$ cat config.mk
export PLATFORM = sky130hd
export DESIGN_NAME = rotate_aligner_flat
export DESIGN_NICKNAME = d
export VERILOG_FILES = /design/src/rtl/rotate_aligner_if.sv /design/src/rtl/rotate_aligner.sv /design/src/flat_wrapper.sv
export SDC_FILE = /design/constraint.sdc
export NUM_CORES = 1
export LEC_CHECK = 0
export ABC_CLOCK_PERIOD_IN_PS = 4000
export CAP_MARGIN = 20
export CORE_MARGIN = 2
export CORE_UTILIZATION = 26
export CTS_BUF_LIST = sky130_fd_sc_hd__clkbuf_16
export DETAILED_ROUTE_END_ITERATION = 7
export GPL_ROUTABILITY_DRIVEN = 0
export GPL_TIMING_DRIVEN = 0
export PLACE_DENSITY = 0.4
export SYNTH_ARGS = -nofsm -noshare
export SYNTH_HDL_FRONTEND = slang
export SYNTH_SLANG_ARGS = --single-unit
$ cat constraint.sdc
create_clock -name clk -period 4 [get_ports clk]
set_input_delay 1 -clock clk [delete_from_list [all_inputs] [get_ports clk]]
set_output_delay 1 -clock clk [all_outputs]
set_load 0.005 [all_outputs]
$ cat src/rtl/rotate_aligner_if.sv
// Byte-stream bus between the rotating link and the aligner.
//   din/din_valid     : rotated input word and its qualifier (master -> slave)
//   dout/dout_valid   : de-rotated payload word and its one-cycle strobe
//   amt               : recovered rotation amount
//   locked            : alignment established
// The aligner is the slave; the upstream source / testbench is the master.
interface rotate_aligner_if;
    logic [7:0] din;
    logic       din_valid;
    logic [7:0] dout;
    logic       dout_valid;
    logic [2:0] amt;
    logic       locked;

    modport master (
        output din, din_valid,
        input  dout, dout_valid, amt, locked
    );

    modport slave (
        input  din, din_valid,
        output dout, dout_valid, amt, locked
    );
endinterface

$ cat src/rtl/rotate_aligner.sv
// rotate_aligner: recovers the unknown left-rotation applied to a framed byte
// stream by hunting for the sync word, confirms it over several frames, then
// locks and streams de-rotated payload.
//
// Ports:
//   clk    : single clock, rising edge
//   reset  : synchronous, active-high
//   bus    : rotate_aligner_if.slave (din, din_valid in; dout, dout_valid,
//            amt, locked out; all outputs registered)
//
// state   | meaning
// --------+---------------------------------------------------------------
// HUNT    | searching every rotation of each word for the sync pattern
// CONFIRM | candidate rotation found; counting consecutive sync-slot hits
// LOCKED  | alignment established; payload de-rotated and output
module rotate_aligner #(
    parameter logic [7:0] SYNC      = 8'hB0,
    parameter int         FRAME_LEN = 4,
    parameter int         LOCK_CNT  = 3,
    parameter int         LOSS_CNT  = 4
) (
    input  logic             clk,
    input  logic             reset,
    rotate_aligner_if.slave  bus
);

    localparam logic [3:0] POS_LAST = 4'(FRAME_LEN - 1);
    localparam logic [3:0] LOCK_C   = 4'(LOCK_CNT);
    localparam logic [3:0] LOSS_C   = 4'(LOSS_CNT);

    typedef enum logic [1:0] {HUNT, CONFIRM, LOCKED} state_t;

    state_t     state, state_nxt;
    logic [3:0] pos, pos_nxt;
    logic [3:0] hit_cnt, hit_nxt;
    logic [3:0] miss_cnt, miss_nxt;
    logic [7:0] dout_r, dout_nxt;
    logic       dv_r, dv_nxt;
    logic [2:0] amt_r, amt_nxt;
    logic       locked_r, locked_nxt;

    logic       hunt_match;
    logic [2:0] hunt_k;
    logic [7:0] derot;
    logic       sync_hit;
    logic [3:0] pos_adv;

    function automatic logic [7:0] rotr(input logic [7:0] x, input logic [2:0] k);
        logic [15:0] d;
        d = {x, x} >> k;
        return d[7:0];
    endfunction

    // All eight rotations of SYNC are distinct, so at most one k can match.
    always_comb begin
        hunt_match = 1'b0;
        hunt_k     = 3'd0;
        for (int k = 0; k < 8; k++) begin
            if (!hunt_match && rotr(bus.din, 3'(k)) == SYNC) begin
                hunt_match = 1'b1;
                hunt_k     = 3'(k);
            end
        end
    end

    assign derot    = rotr(bus.din, amt_r);
    assign sync_hit = (derot == SYNC);
    assign pos_adv  = (pos == POS_LAST) ? 4'd0 : pos + 4'd1;

    always_comb begin
        state_nxt  = state;
        pos_nxt    = pos;
        hit_nxt    = hit_cnt;
        miss_nxt   = miss_cnt;
        dout_nxt   = dout_r;
        dv_nxt     = 1'b0;
        amt_nxt    = amt_r;
        locked_nxt = locked_r;

        if (bus.din_valid) begin
            case (state)
                HUNT: begin
                    if (hunt_match) begin
                        amt_nxt = hunt_k;
                        hit_nxt = 4'd1;
                        pos_nxt = 4'd1;
                        if (LOCK_CNT == 1) begin
                            state_nxt  = LOCKED;
                            locked_nxt = 1'b1;
                            miss_nxt   = 4'd0;
                        end else begin
                            state_nxt = CONFIRM;
                        end
                    end
                end

                CONFIRM: begin
                    pos_nxt = pos_adv;
                    if (pos == 4'd0) begin
                        if (sync_hit) begin
                            hit_nxt = hit_cnt + 4'd1;
                            if (hit_nxt == LOCK_C) begin
                                state_nxt  = LOCKED;
                                locked_nxt = 1'b1;
                                miss_nxt   = 4'd0;
                            end
                        end else begin
                            // The missed word is deliberately not re-hunted.
                            state_nxt = HUNT;
                            hit_nxt   = 4'd0;
                            pos_nxt   = 4'd0;
                        end
                    end
                end

                LOCKED: begin
                    pos_nxt = pos_adv;
                    if (pos != 4'd0) begin
                        dout_nxt = derot;
                        dv_nxt   = 1'b1;
                    end else if (sync_hit) begin
                        miss_nxt = 4'd0;
                    end else begin
                        miss_nxt = miss_cnt + 4'd1;
                        if (miss_nxt == LOSS_C) begin
                            state_nxt  = HUNT;
                            locked_nxt = 1'b0;
                            miss_nxt   = 4'd0;
                            pos_nxt    = 4'd0;
                        end
                    end
                end

                default: state_nxt = HUNT;
            endcase
        end
    end

    always_ff @(posedge clk) begin
        if (reset) begin
            state    <= HUNT;
            pos      <= 4'd0;
            hit_cnt  <= 4'd0;
            miss_cnt <= 4'd0;
            dout_r   <= 8'd0;
            dv_r     <= 1'b0;
            amt_r    <= 3'd0;
            locked_r <= 1'b0;
        end else begin
            state    <= state_nxt;
            pos      <= pos_nxt;
            hit_cnt  <= hit_nxt;
            miss_cnt <= miss_nxt;
            dout_r   <= dout_nxt;
            dv_r     <= dv_nxt;
            amt_r    <= amt_nxt;
            locked_r <= locked_nxt;
        end
    end

    assign bus.dout       = dout_r;
    assign bus.dout_valid = dv_r;
    assign bus.amt        = amt_r;
    assign bus.locked     = locked_r;

endmodule

$ cat src/flat_wrapper.sv
// flat-port wrapper written by rule: the top's interface ports become plain ports
module rotate_aligner_flat 
#(
    parameter logic [7:0] SYNC      = 8'hB0,
    parameter int         FRAME_LEN = 4,
    parameter int         LOCK_CNT  = 3,
    parameter int         LOSS_CNT  = 4
)
  (clk, reset, bus_din, bus_din_valid, bus_dout, bus_dout_valid, bus_amt, bus_locked);
  rotate_aligner_if bus_i ();
  input  logic clk;
  input  logic reset;
  input wire logic [$bits(bus_i.din)-1:0] bus_din;
  input wire logic [$bits(bus_i.din_valid)-1:0] bus_din_valid;
  output wire logic [$bits(bus_i.dout)-1:0] bus_dout;
  output wire logic [$bits(bus_i.dout_valid)-1:0] bus_dout_valid;
  output wire logic [$bits(bus_i.amt)-1:0] bus_amt;
  output wire logic [$bits(bus_i.locked)-1:0] bus_locked;
  assign bus_i.din = bus_din;
  assign bus_i.din_valid = bus_din_valid;
  assign bus_dout = bus_i.dout;
  assign bus_dout_valid = bus_i.dout_valid;
  assign bus_amt = bus_i.amt;
  assign bus_locked = bus_i.locked;
  rotate_aligner #(.SYNC(SYNC), .FRAME_LEN(FRAME_LEN), .LOCK_CNT(LOCK_CNT), .LOSS_CNT(LOSS_CNT)) u_core (.clk(clk), .reset(reset), .bus(bus_i));
endmodule
==> results.cfg <==
[critical_path]
path_buf_inv = 1
start_kind = input pin
worstSetupEndpoint = u_core.state[1]
cp_slowest_cell = clkdlybuf4s50_1
reg2reg_slack_ns = 1.03
worst-setup-path-type = in -> reg
reg2reg_to = u_core.state[1]
cpPeakStageDelay_ns = 0.58
path_cells = clkdlybuf4s50_1 -> mux2i_2 -> and2b_1 -> mux4_2 -> o2111a_1 -> or3_4 -> a221oi_4 -> mux2_1
crit_start = bus_din[6]
crit_family = multiplexers
required_ns = 4.16
end_kind = flip-flop
r2r-start = u_core.bus.amt[1]
rr_worst_depth = 8
worstSetupPathDepth = 8
cp.arrival_ns = 3.86
crit_fanout = 10

[power]
power.share.sequential = 0.467
p_per_area_nw_per_um2 = 236
p_leak_nw = 0.861
netSwitchingPower_w = 0.000145
power_frac_clock = 0.403
irDropWorstVdd_v = 0.000132
power.share.combinational = 0.130
swShare = 0.249
cellInternalPower_w = 0.000437

[timing]
hold_violations = 0
skew_ns = 0.00405
min_period_ns = 3.70
worstMarginPinSlew_ns = 0.660
min_period_over_period = 0.926
slew_headroom = 0.556
drv_slew = 0
fin_tns_setup_ns = 0
maxClockFrequency_mhz = 270
grt_setup_unrepaired = false
setup_viol = 0

[layout]
syn_to_final_growth_pct = 20.9
final_cells = 379
antenna_cells = 0
drive_gt1_frac = 0.0794
nNetsFinal = 298

[synth]
ys_ff_latch = 27
synth_edf_count = 0
yosys.cell_types.count = 55
syn_avg_cell_area_um2 = 8.12
synth_flop_cell = dfxtp_1
yosysWarnings = 0
ys_seq_area_frac = 0.265
synth.largest_area_cell = dfxtp_1
netlist_area_um2 = 2040
syn_inst = 251
yosys-top-cells-area = dfxtp_1 27%, nor2_1 5.7%, ha_1 5.5%
async_reset_ff_frac = 0
synth_top_area_share = 0.265
synth_nets = 271

[hold_path]
hp-class = reg -> reg

[drt]
drtPass1Iterations = 4
drtIter0Drc = 75
route.detailed.wl_per_inst_um = 13.8
vias = 1884
wl_mm = 5.23
final_antenna_net_count = 0
drc = 0
vias_per_cell = 4.97

[global_route]
grt_pass1_wl_mm = 8.93
grt_usage = 0.128
grt_start_max_net_pins = 15
antenna_found_initial = 0
grt.overflow.total = 0
grt_pass1_vias = 1823

[clock_network]
clockBufferDepth = 2
clk_pin_slew_ns = 0.07
clock_latency_ns = 0.26
root_buffer = clkbuf_16
cts_tree = done
ctsResizeCount = 0
cts_num_sinks = 27
h-tree-depth = 1
cts_setup_buffers = 0
cts_buffers = 3
postCtsHoldBufs = 0

[placement]
numPortBuffers = 22
dp.cells = 375
hpwl_mm = 3.96

[floorplan]
start_util = 0.267
rows = 32
num_io_pins = 24
die_h_um = 92.5
coreArea_um2 = 7650
die_area_um2 = 8560
die_w_um = 92.5

[flow_run]
cap_viol_max_count = 0

[outcome]
outcome = finished, final reports clean
[through the flow]
step / setup slack [ns] / utilization / instance area (um^2) / hold WS [ns] / total power [W]
2_1_floorplan: 0.683 / - / 2040 / 0.452 / 0.000323
3_3_place_gp: -0.000688 / 0.312 / 2390 / 0.467 / 0.000355
3_5_place_dp: 0.00241 / 0.312 / 2390 / 0.472 / 0.000354
4_1_cts: 0.285 / 0.322 / 2460 / 0.485 / 0.000592
5_1_grt: 0.184 / 0.322 / 2460 / 0.520 / 0.000610
6_report: 0.296 / 0.322 / 2460 / 0.480 / 0.000582
[cell usage in the layout (no fill, tap or decap), drive strengths merged, types with 3 or more instances in the layout]
cell type / instances
clkbuf: 11
nand4: 3
a211oi: 8
nand4b: 3
nand2b: 3
mux2: 7
or3: 4
dfxtp: 27
mux2i: 10
inv: 12
nand2: 28
and4: 3
mux4: 3
nor2b: 4
nor4bb: 6
nor2: 31
ha: 9
o21ai: 8
nor4b: 4
nor3: 4
clkdlybuf4s50: 22
nand3: 11
buf: 4
a21oi: 13
[state kept, by name, indices dropped and copies added, names as in the netlist]
| signal | cells |
|---|---|
| u_core.bus.locked | 1 |
| u_core.pos | 4 |
| u_core.bus.amt | 3 |
| u_core.bus.dout_valid | 1 |
| u_core.miss_cnt | 4 |
| u_core.bus.dout | 8 |
| u_core.state | 2 |
| u_core.hit_cnt | 4 |
[worst reg2reg max path, delay by kind of cell, from the launching register on]
family	cells	cell delay (ns)
mux	3	1.13
simple gates	2	0.63
compound gates	2	0.52
flops	1	0.41
buf+inv	1	0.19
[synth_stat cells, types with 4 or more instances]
master,count
nand2_1,28
mux2_2,6
o21ai_0,8
clkbuf_1,8
ha_1,9
a21oi_1,13
inv_1,11
nand3_1,11
mux2i_1,8
dfxtp_1,27
nor3_1,4
a211oi_1,8
nor4b_1,4
nor2b_1,4
nor4bb_1,6
nor2_1,31
[area by class of cell]
cell class	instances	area, um^2
Multi-Input combinational cell	201	1400
Tap cell	102	128
Fill cell	818	5180
Sequential cell	27	541
Buffer	12	55.1
Clock buffer	3	75.1
Inverter	11	41.3
Timing Repair Buffer	22	220
Clock inverter	1	3.75
[routing by layer]
layer,vias up,global-route usage,routed length (um)
met1,875,0.190,2840
met3,6,0.0122,64
met4,0,0.0435,92
li1,983,-,-
met5,-,0,0
met2,20,0.193,2230
[worst min-delay path by stage]
stage                     slack, ns                from                  to  depth (start not counted)
after floorplan                0.45     u_core.state[0]     u_core.state[0]                          2
after global placement         0.47     u_core.state[0]     u_core.state[0]                          2
after detailed placement       0.47   u_core.bus.locked   u_core.bus.locked                          2
after CTS                      0.48   u_core.bus.locked   u_core.bus.locked                          2
after global routing           0.52  u_core.bus.dout[3]  u_core.bus.dout[3]                          2
final                          0.48   u_core.bus.locked   u_core.bus.locked                          2
[power by group through the flow]
stage | Clock, W | Sequential [W] | Combinational, W
floorplan | 0 | 0.000278 | 0.0000454
global placement | 0 | 0.000278 | 0.0000762
detailed placement | 0 | 0.000278 | 0.0000757
CTS | 0.000244 | 0.000272 | 0.0000761
global route | 0.000254 | 0.000272 | 0.0000840
finish | 0.000235 | 0.000272 | 0.0000755
[cell families after synthesis]
kind of cell / Yosys count / synth area share
AO/OA/AOI/OAI: 52 / 0.186
multiplexers: 20 / 0.125
AND/OR/NAND/NOR: 117 / 0.309
flip-flops: 27 / 0.265
adder cells (fa/ha/maj): 9 / 0.0552
XOR/XNOR: 3 / 0.0129
buffers and inverters: 23 / 0.0473
Power figures use the tool's default switching activity.
